**src/rtl/pulse_gen_v4.sv**
```systemverilog
// ---------------------------------------------------------------------------
// pulse_gen_v4 -- multi-channel, mode-selectable gate pulse generator.
//
// Each of NUM_CH channels turns a trigger into a gate pulse of L cycles,
// where L is derived from pulse_len at the moment the trigger is accepted.
// The pulse rises combinationally in the trigger cycle (zero latency) and
// is then held by a per-channel counter for the remaining L-1 cycles.
//
// Modes (latched per channel at accept):
//   00 one-shot  : done is sticky and blocks new triggers until rearm/reset
//   01 re-arm    : triggers during a pulse are ignored, done is a strobe
//   10 retrigger : a trigger during a pulse restarts it, done is a strobe
//   11           : same as 01
//
// Ports:
//   clk        system clock
//   rstn       asynchronous active-low reset
//   en         per-channel trigger (level, or rising edge with macro below)
//   mode       pulse mode, see above
//   pulse_len  requested length, shared by all channels (0 -> 1, clamped
//              to MAX_CYCLES)
//   rearm      per-channel clear of the sticky one-shot done flag
//   out_pulse  gate pulse, high for exactly L cycles per accepted trigger
//   busy       registered: channel is counting after its trigger cycle
//   done       registered completion (sticky in one-shot, strobe otherwise)
//
// Optional feature: define PULSE_GEN_EDGE_TRIG_EN to trigger on the rising
// edge of en instead of its level (one pulse per edge in every mode).
//
// Handshake note: there is no valid/ready pair here; en is sampled every
// cycle and "accept" is the per-channel condition under which it starts a
// pulse. A trigger that is not accepted is simply dropped.
// ---------------------------------------------------------------------------
module pulse_gen_v4 #(
    parameter  int NUM_CH     = 4,
    parameter  int MAX_CYCLES = 256,
    localparam int LEN_W      = $clog2(MAX_CYCLES + 1)
) (
    input  logic              clk,
    input  logic              rstn,
    input  logic [NUM_CH-1:0] en,
    input  logic [1:0]        mode,
    input  logic [LEN_W-1:0]  pulse_len,
    input  logic [NUM_CH-1:0] rearm,
    output logic [NUM_CH-1:0] out_pulse,
    output logic [NUM_CH-1:0] busy,
    output logic [NUM_CH-1:0] done
);

    typedef enum logic [1:0] {
        MODE_ONE_SHOT = 2'b00,
        MODE_REARM    = 2'b01,
        MODE_RETRIG   = 2'b10
    } mode_e;

    // Per-channel state
    logic [LEN_W-1:0]  cnt_q   [NUM_CH];
    logic [LEN_W-1:0]  len_q   [NUM_CH];
    mode_e             mode_q  [NUM_CH];
    logic [NUM_CH-1:0] counting_q;
    logic [NUM_CH-1:0] done_q;

    // Next-state
    logic [LEN_W-1:0]  cnt_d   [NUM_CH];
    logic [LEN_W-1:0]  len_d   [NUM_CH];
    mode_e             mode_d  [NUM_CH];
    logic [NUM_CH-1:0] counting_d;
    logic [NUM_CH-1:0] done_d;

    logic [NUM_CH-1:0] trig;
    logic [NUM_CH-1:0] accept;
    logic [NUM_CH-1:0] restart;
    logic [LEN_W-1:0]  len_eff;
    mode_e             mode_in;

`ifdef PULSE_GEN_EDGE_TRIG_EN
    logic [NUM_CH-1:0] en_d;

    always_ff @(posedge clk or negedge rstn) begin
        if (!rstn) begin
            en_d <= '0;
        end else begin
            en_d <= en;
        end
    end

    assign trig = en & ~en_d;
`else
    assign trig = en;
`endif

    // Effective length: 0 is promoted to 1, oversize requests are clamped.
    always_comb begin
        len_eff = pulse_len;
        if (pulse_len == '0) begin
            len_eff = LEN_W'(1);
        end else if (pulse_len > LEN_W'(MAX_CYCLES)) begin
            len_eff = LEN_W'(MAX_CYCLES);
        end
    end

    // Mode 11 is folded onto re-arm before it is latched.
    assign mode_in = (mode == 2'b11) ? MODE_REARM : mode_e'(mode);

    always_comb begin
        trig_loop_defaults();
        for (int i = 0; i < NUM_CH; i++) begin
            logic sticky;
            logic last;
            logic complete;

            cnt_d[i]      = cnt_q[i];
            len_d[i]      = len_q[i];
            mode_d[i]     = mode_q[i];
            counting_d[i] = counting_q[i];

            // The sticky flag only exists for a pulse latched in one-shot mode.
            sticky = done_q[i] && (mode_q[i] == MODE_ONE_SHOT);
            last   = counting_q[i] && (cnt_q[i] == len_q[i] - LEN_W'(1));

            accept[i]  = trig[i] && !counting_q[i] && !sticky;
            restart[i] = trig[i] && counting_q[i] && (mode_q[i] == MODE_RETRIG);

            if (accept[i] || restart[i]) begin
                // Trigger cycle is the first high cycle; L-1 counting cycles follow.
                len_d[i]      = len_eff;
                counting_d[i] = (len_eff > LEN_W'(1));
                cnt_d[i]      = (len_eff > LEN_W'(1)) ? LEN_W'(1) : '0;
                if (accept[i]) begin
                    mode_d[i] = mode_in;
                end
            end else if (counting_q[i]) begin
                if (last) begin
                    counting_d[i] = 1'b0;
                    cnt_d[i]      = '0;
                end else begin
                    cnt_d[i] = cnt_q[i] + LEN_W'(1);
                end
            end

            // Completion lands on the cycle after the final high cycle.
            complete = (last && !restart[i]) ||
                       ((accept[i] || restart[i]) && (len_eff == LEN_W'(1)));

            // rearm can only act while sticky, i.e. never during a pulse;
            // a same-cycle en is already blocked by the sticky flag.
            done_d[i] = complete || (sticky && !rearm[i]);
        end
    end

    // Default values for the vector outputs of the loop above.
    function automatic void trig_loop_defaults();
        accept     = '0;
        restart    = '0;
        counting_d = '0;
        done_d     = '0;
    endfunction

    always_ff @(posedge clk or negedge rstn) begin
        if (!rstn) begin
            counting_q <= '0;
            done_q     <= '0;
            for (int i = 0; i < NUM_CH; i++) begin
                cnt_q[i]  <= '0;
                len_q[i]  <= '0;
                mode_q[i] <= MODE_ONE_SHOT;
            end
        end else begin
            counting_q <= counting_d;
            done_q     <= done_d;
            for (int i = 0; i < NUM_CH; i++) begin
                cnt_q[i]  <= cnt_d[i];
                len_q[i]  <= len_d[i];
                mode_q[i] <= mode_d[i];
            end
        end
    end

    // Gated by rstn so a held trigger cannot leak through during reset.
    assign out_pulse = (accept | counting_q) & {NUM_CH{rstn}};
    assign busy      = counting_q;
    assign done      = done_q;

endmodule

```
**config.mk**
```make
export PLATFORM = sky130hd
export DESIGN_NAME = pulse_gen_v4
export DESIGN_NICKNAME = d
export VERILOG_FILES = /design/src/rtl/pulse_gen_v4.sv
export SDC_FILE = /design/constraint.sdc
export NUM_CORES = 1
export LEC_CHECK = 0
export ABC_AREA = 0
export BUFFER_PORTS_ARGS = -buffer_cell sky130_fd_sc_hd__buf_2
export CAP_MARGIN = 0
export CORE_MARGIN = 4
export CORE_UTILIZATION = 42
export DETAILED_ROUTE_END_ITERATION = 10
export PLACE_DENSITY = 0.69
export SLEW_MARGIN = 25
export SYNTH_ARGS = -nofsm -noshare
export SYNTH_HDL_FRONTEND = slang
export SYNTH_SLANG_ARGS = --single-unit
```
**constraint.sdc**
```tcl
create_clock -name clk -period 2.6 [get_ports clk]
set_clock_uncertainty 0.1 [all_clocks]
set_input_delay 0.13 -clock clk [delete_from_list [all_inputs] [get_ports clk]]
set_output_delay 0.13 -clock clk [all_outputs]
set_load 0.01 [all_outputs]
```
# Word level (Yosys, flattened, before mapping)
# Cells that the tools add are included.
# op_classes
bitwise_logic	2
reduce_logical	77
n_addsub	8
n_mux	28
n_eq_ne	10
n_lt_le_gt_ge	2
# op_table
op	count
two-way mux 9 bit	14
adder 9 x 1 -> 9 bit (second input constant)	4
== test 9 bit	4
logical AND 1 bit	36
subtractor 9 x 1 -> 9 bit (second input constant)	4
logical NOT 1 bit	16
two-way mux 1 bit	13
logical OR 1 bit	12
== test 2 bit (second input constant)	5
== test 9 x 1 -> 1 bit (second input constant)	1
greater-than comparator 9 x 1 -> 1 bit (second input constant)	1
greater-than comparator 9 bit (second input constant)	1
logical NOT 9 bit	1
logical NOT 2 bit	4
AND reduction 2 bit	4
nonzero test 2 bit	4
AND 4 bit	1
OR 4 bit	1
two-way mux 2 bit	1
# word_totals
output_inout_bits	12
wordCells	141
regBits	88

# Depth between registers and ports, before layout
# depth
ltp_word	8
mapped_depth	11
depth_no_buf	9

# Least setup slack after synthesis
# Ideal clock, no wire load.
# synth_path
path_type	register to register
startpoint	reg len_q[27] (netlist name)
endpoint	reg cnt_q[34] (netlist name)
n_path_buf	2
synth_period_minus_slack_ps	2860
path_stages_with_launch	12
setup_time_ps	124
arrival_ps	2636
setup_slack_ps	-260
path_cell_list	dfrtp_1 clkbuf_1 inv_1 ha_1 or4b_1 or3_1 a2111oi_2 o311a_2 or2_4 buf_6 nor3_1 a211o_1
# synth_via
elab_chain_len	6
# synth_rtl
item	line	text
from (decl)	58	logic [LEN_W-1:0] len_q [NUM_CH];
from (signal, indexed assignment)	173	len_q[i] <= len_d[i];
subtractor 9 x 1 -> 9 bit	119	last = counting_q[i] && (cnt_q[i] == len_q[i] - LEN_W'(1));
== test 9 bit	119	
logical AND 1 bit	119	
two-way mux 9 bit	133	if (last) begin
two-way mux 9 bit	132	end else if (counting_q[i]) begin
two-way mux 9 bit	124	if (accept[i] || restart[i]) begin
to (signal, indexed assignment)	172	cnt_q[i] <= cnt_d[i];
to (decl)	57	logic [LEN_W-1:0] cnt_q [NUM_CH];
# Every way passes these cells. The select of a mux whose other input is x is not followed.
# A chain may end at the register's enable or synchronous reset.

# Worst setup path in the final report
# layout_path
startpoint	reg len_q[18] (netlist name)
endpoint	reg cnt_q[25] (netlist name)
# The elaborated chain is that of the path after synthesis.

==> reports/qor.txt <==
Main synth FF type -> dfrtp_1
Worst-path clk slew -> 60 ps
RSZ-0062 raised after global routing -> true
Final wirelength -> 12.8 mm
Non-filler instance count after layout -> 830
Peak clock frequency supported by timing -> 0.374 GHz
GRT Residual Overflow -> 0
Number of library cell types mapped by synthesis -> 60
Total of endpoints with negative setup slack in the final report -> 8
Die boundary height -> 120 um
Non-Filler Cell Area, Final -> 6440 um^2
Final-layout worst hold slack -> 46.8 ps
Count of placed standard cells including taps -> 803
Worst-margin pin slew -> 572 ps
Count of warnings emitted by yosys -> 0
Number of buffers created by CTS -> 9
Antenna fix cells -> 0
Count of boundary I/O pins -> 33
Number of sinks on the clock net -> 88
Part of the cycle the worst path needs -> 103%
Clock tree root buffer cell -> clkbuf_16
Nets -> 687
Weighted congestion reported at the end of routability-driven placement -> 0.872
Headroom to the max-slew limit -> 61.7%
Fraction of registers with async set or reset after synthesis -> 100%
Data arrival time of the critical path -> 2800 ps
Mean Syn Cell Area -> 8.89 um^2
Part of the Yosys area used for sequential elements -> 41.6%
Status -> complete, but fails checks
Number of instances in the synthesized netlist -> 595
Leading post-synthesis cells by cell area -> dfrtp_1, xnor2_1, nand2_1, o21ai_0, nand2b_1
Via total after detailed routing -> 4572
Smallest setup slack after layout -> -71.4 ps
Kind of critical path -> register to register
Worst slack at placement -> -157 ps
Post-layout utilization of the core -> 52.9%
Area enclosed by the die boundary -> 14500 um^2
Power Total -> 7.71 mW
Min Clock Period, post-route -> 2670 ps
Required arrival time at the worst endpoint -> 2730 ps
Dominant cell type by area after synthesis -> dfrtp_1
Pwr per Cell Area -> 1200 nW/um^2
Worst VDD drop -> 0.585 mV
Antenna violations before repair -> 0
Via-per-instance ratio -> 5.51
Netlist area before placement -> 5290 um^2
Largest net degree at the start of global routing -> 39
Max-cap violations -> 0
Share of final-layout standard cells stronger than drive strength 1 -> 19.8%
Sum of negative setup slack -> -208 ps
Max-slew violation count -> 0
Count of flip-flops with a built-in enable after synthesis -> 0
Standby leakage power -> 2.88 nW
HPWL reported at the end of detailed placement -> 8.79 mm
Floorplan die width -> 120 um
Clock Tree Buf Depth -> 2
Site Rows -> 40
Net count after synthesis -> 624
DRC errors left -> 0
Critical-path maximum fanout -> 6
Sort of element at the start of the critical path -> register
WHS Path Cells -> 3
Area of placed instances -> 5810 um^2
H-tree Lvls -> 3
Failing checks -> negative setup slack
Mean routed wirelength per cell -> 15.4 um
Crit end category -> register
First-pass GRT wire length -> 21.2 mm
Routed Antenna Nets -> 0
Clock tree from TritonCTS -> built
Path depth of the worst reg2reg path -> 9
Aggregate global-route resource usage -> 17.9%
Final number of hold-violating endpoints -> 0
Starting utilization of the core area -> 43.5%
Number of buffers added on ports -> 32
Area delta synth->final -> 21.7%
Clock latency on the worst-skew pair -> 340 ps
Worst hold path class -> input port to register
Register bit count reported by yosys -> 88
Synth top area share -> 41.6%
First DRT Iteration DRCs -> 181
Initial DRT Pass Iterations -> 5
Vias in the first global route -> 4427
Worst setup slack for register-to-register paths -> -70 ps
Core region area -> 12200 um^2
-- cells in the mapped netlist (3+ instances only) --
cell type  number
xnor2_1        32
dfrtp_1        88
inv_1          22
or3_1           8
a21o_1         11
a211oi_1        5
nor3_1         20
o21bai_1        6
a32o_1          4
a21oi_1        31
nand4_1         7
nor3b_1         7
nand2_1        74
and3_1          8
o211ai_1        3
nand3b_1        4
o2bb2ai_1       6
ha_1            8
nor2_1         30
nor2b_1        14
nand3_1        19
a211o_1        10
o31ai_1         4
mux2_2          8
xor2_1         16
clkbuf_1       21
nand2b_1       27
or2_2           5
o21ai_0        53
or4_1           3
nor4_1          4
a31oi_1         5
-- worst max-delay path, cell delays in order, from the launching register on --
cell,delay [ps]
dfrtp_1,410
buf_6,140
or4_4,550
nor2_4,150
a21oi_2,60
or4_4,580
o21ai_4,160
buf_6,140
nor2_2,30
a211o_1,250
-- logic make-up (layout without fill, tap and decap cells) --
kind of cell / after synthesis / count (layout) / share of synthesized area, %
AOI/OAI and AO/OA: 156 / 156 / 19.1
xor gates and xnor gates: 49 / 49 / 8.37
adders and majority gates: 8 / 8 / 1.89
buffers and inverters: 45 / 111 / 3.48
DFF: 88 / 88 / 41.6
muxes: 9 / 9 / 1.89
and+or+nand+nor: 240 / 241 / 23.7
-- layout make-up --
| class | count | area (um^2) |
|---|---|---|
| clock inverter | 5 | 129 |
| timing repair buffer | 74 | 514 |
| clock buffer | 10 | 239 |
| inverter | 22 | 85.1 |
| multi-input combinational | 463 | 3060 |
| sequential | 88 | 2200 |
| fill | 1086 | 5720 |
| tap | 168 | 210 |
-- state kept, by name, summed over array words and instances, names as in the netlist --
register / flops
done: 4
busy: 4
mode_q: 8
len_q: 36
cnt_q: 36
-- path summary, 6_finish.rpt --
path | start | to
max in group asynchronous | rstn | cnt_q[8]
worst max-delay path | len_q[18] | cnt_q[25]
worst max register to register | len_q[18] | cnt_q[25]
worst min-delay path | rearm[1] | done[1]
min in group asynchronous | rstn | cnt_q[20]
worst min register to register | mode_q[1] | mode_q[1]
-- metal layers --
layer / vias up / GRT usage [%] / share of wire (%)
met5: - / 0 / 0
met4: 0 / 5.67 / 1.3
met3: 14 / 3.04 / 2.7
met2: 75 / 31.1 / 51
met1: 2243 / 22.9 / 45
li1: 2240 / - / -
-- repair_timing --
action	CTS	global route
endpoints found under the setup margin	12	30
buffers inserted	3	4
hold buffers	4	0
gates resized for setup	17	25
pin swaps	9	12
gates cloned	2	0
endpoints found under the hold margin	21	0
-- layout by cell type, fill, tap and decap left out, drive strengths merged, types with 5 or more instances in the layout --
cell type | Yosys | routed
o21bai | 6 | 6
ha | 8 | 8
or2 | 6 | 7
a31oi | 5 | 5
a21oi | 31 | 31
xnor2 | 32 | 32
o21ai | 56 | 56
clkbuf | 21 | 10
buf | 2 | 70
o2bb2ai | 6 | 6
nand4 | 7 | 7
dfrtp | 88 | 88
nand2 | 74 | 74
nor3 | 20 | 20
nor4 | 5 | 5
nand3 | 19 | 19
a21o | 11 | 11
mux2 | 8 | 8
or3 | 8 | 8
nand2b | 27 | 27
a211o | 10 | 10
nor2b | 14 | 14
a211oi | 5 | 5
xor2 | 16 | 16
and3 | 8 | 8
nor3b | 7 | 7
nor2 | 30 | 30
inv | 22 | 22
-- where the power goes --
part           total, mW  internal, mW  switching, mW  leakage (nW)
combinational       3.72          1.83           1.89          1.57
clock               1.60          1.06          0.543         0.179
sequential          2.38          1.83          0.555          1.13
total               7.71          4.72           2.99          2.88
(Power assumes the default switching activity.)
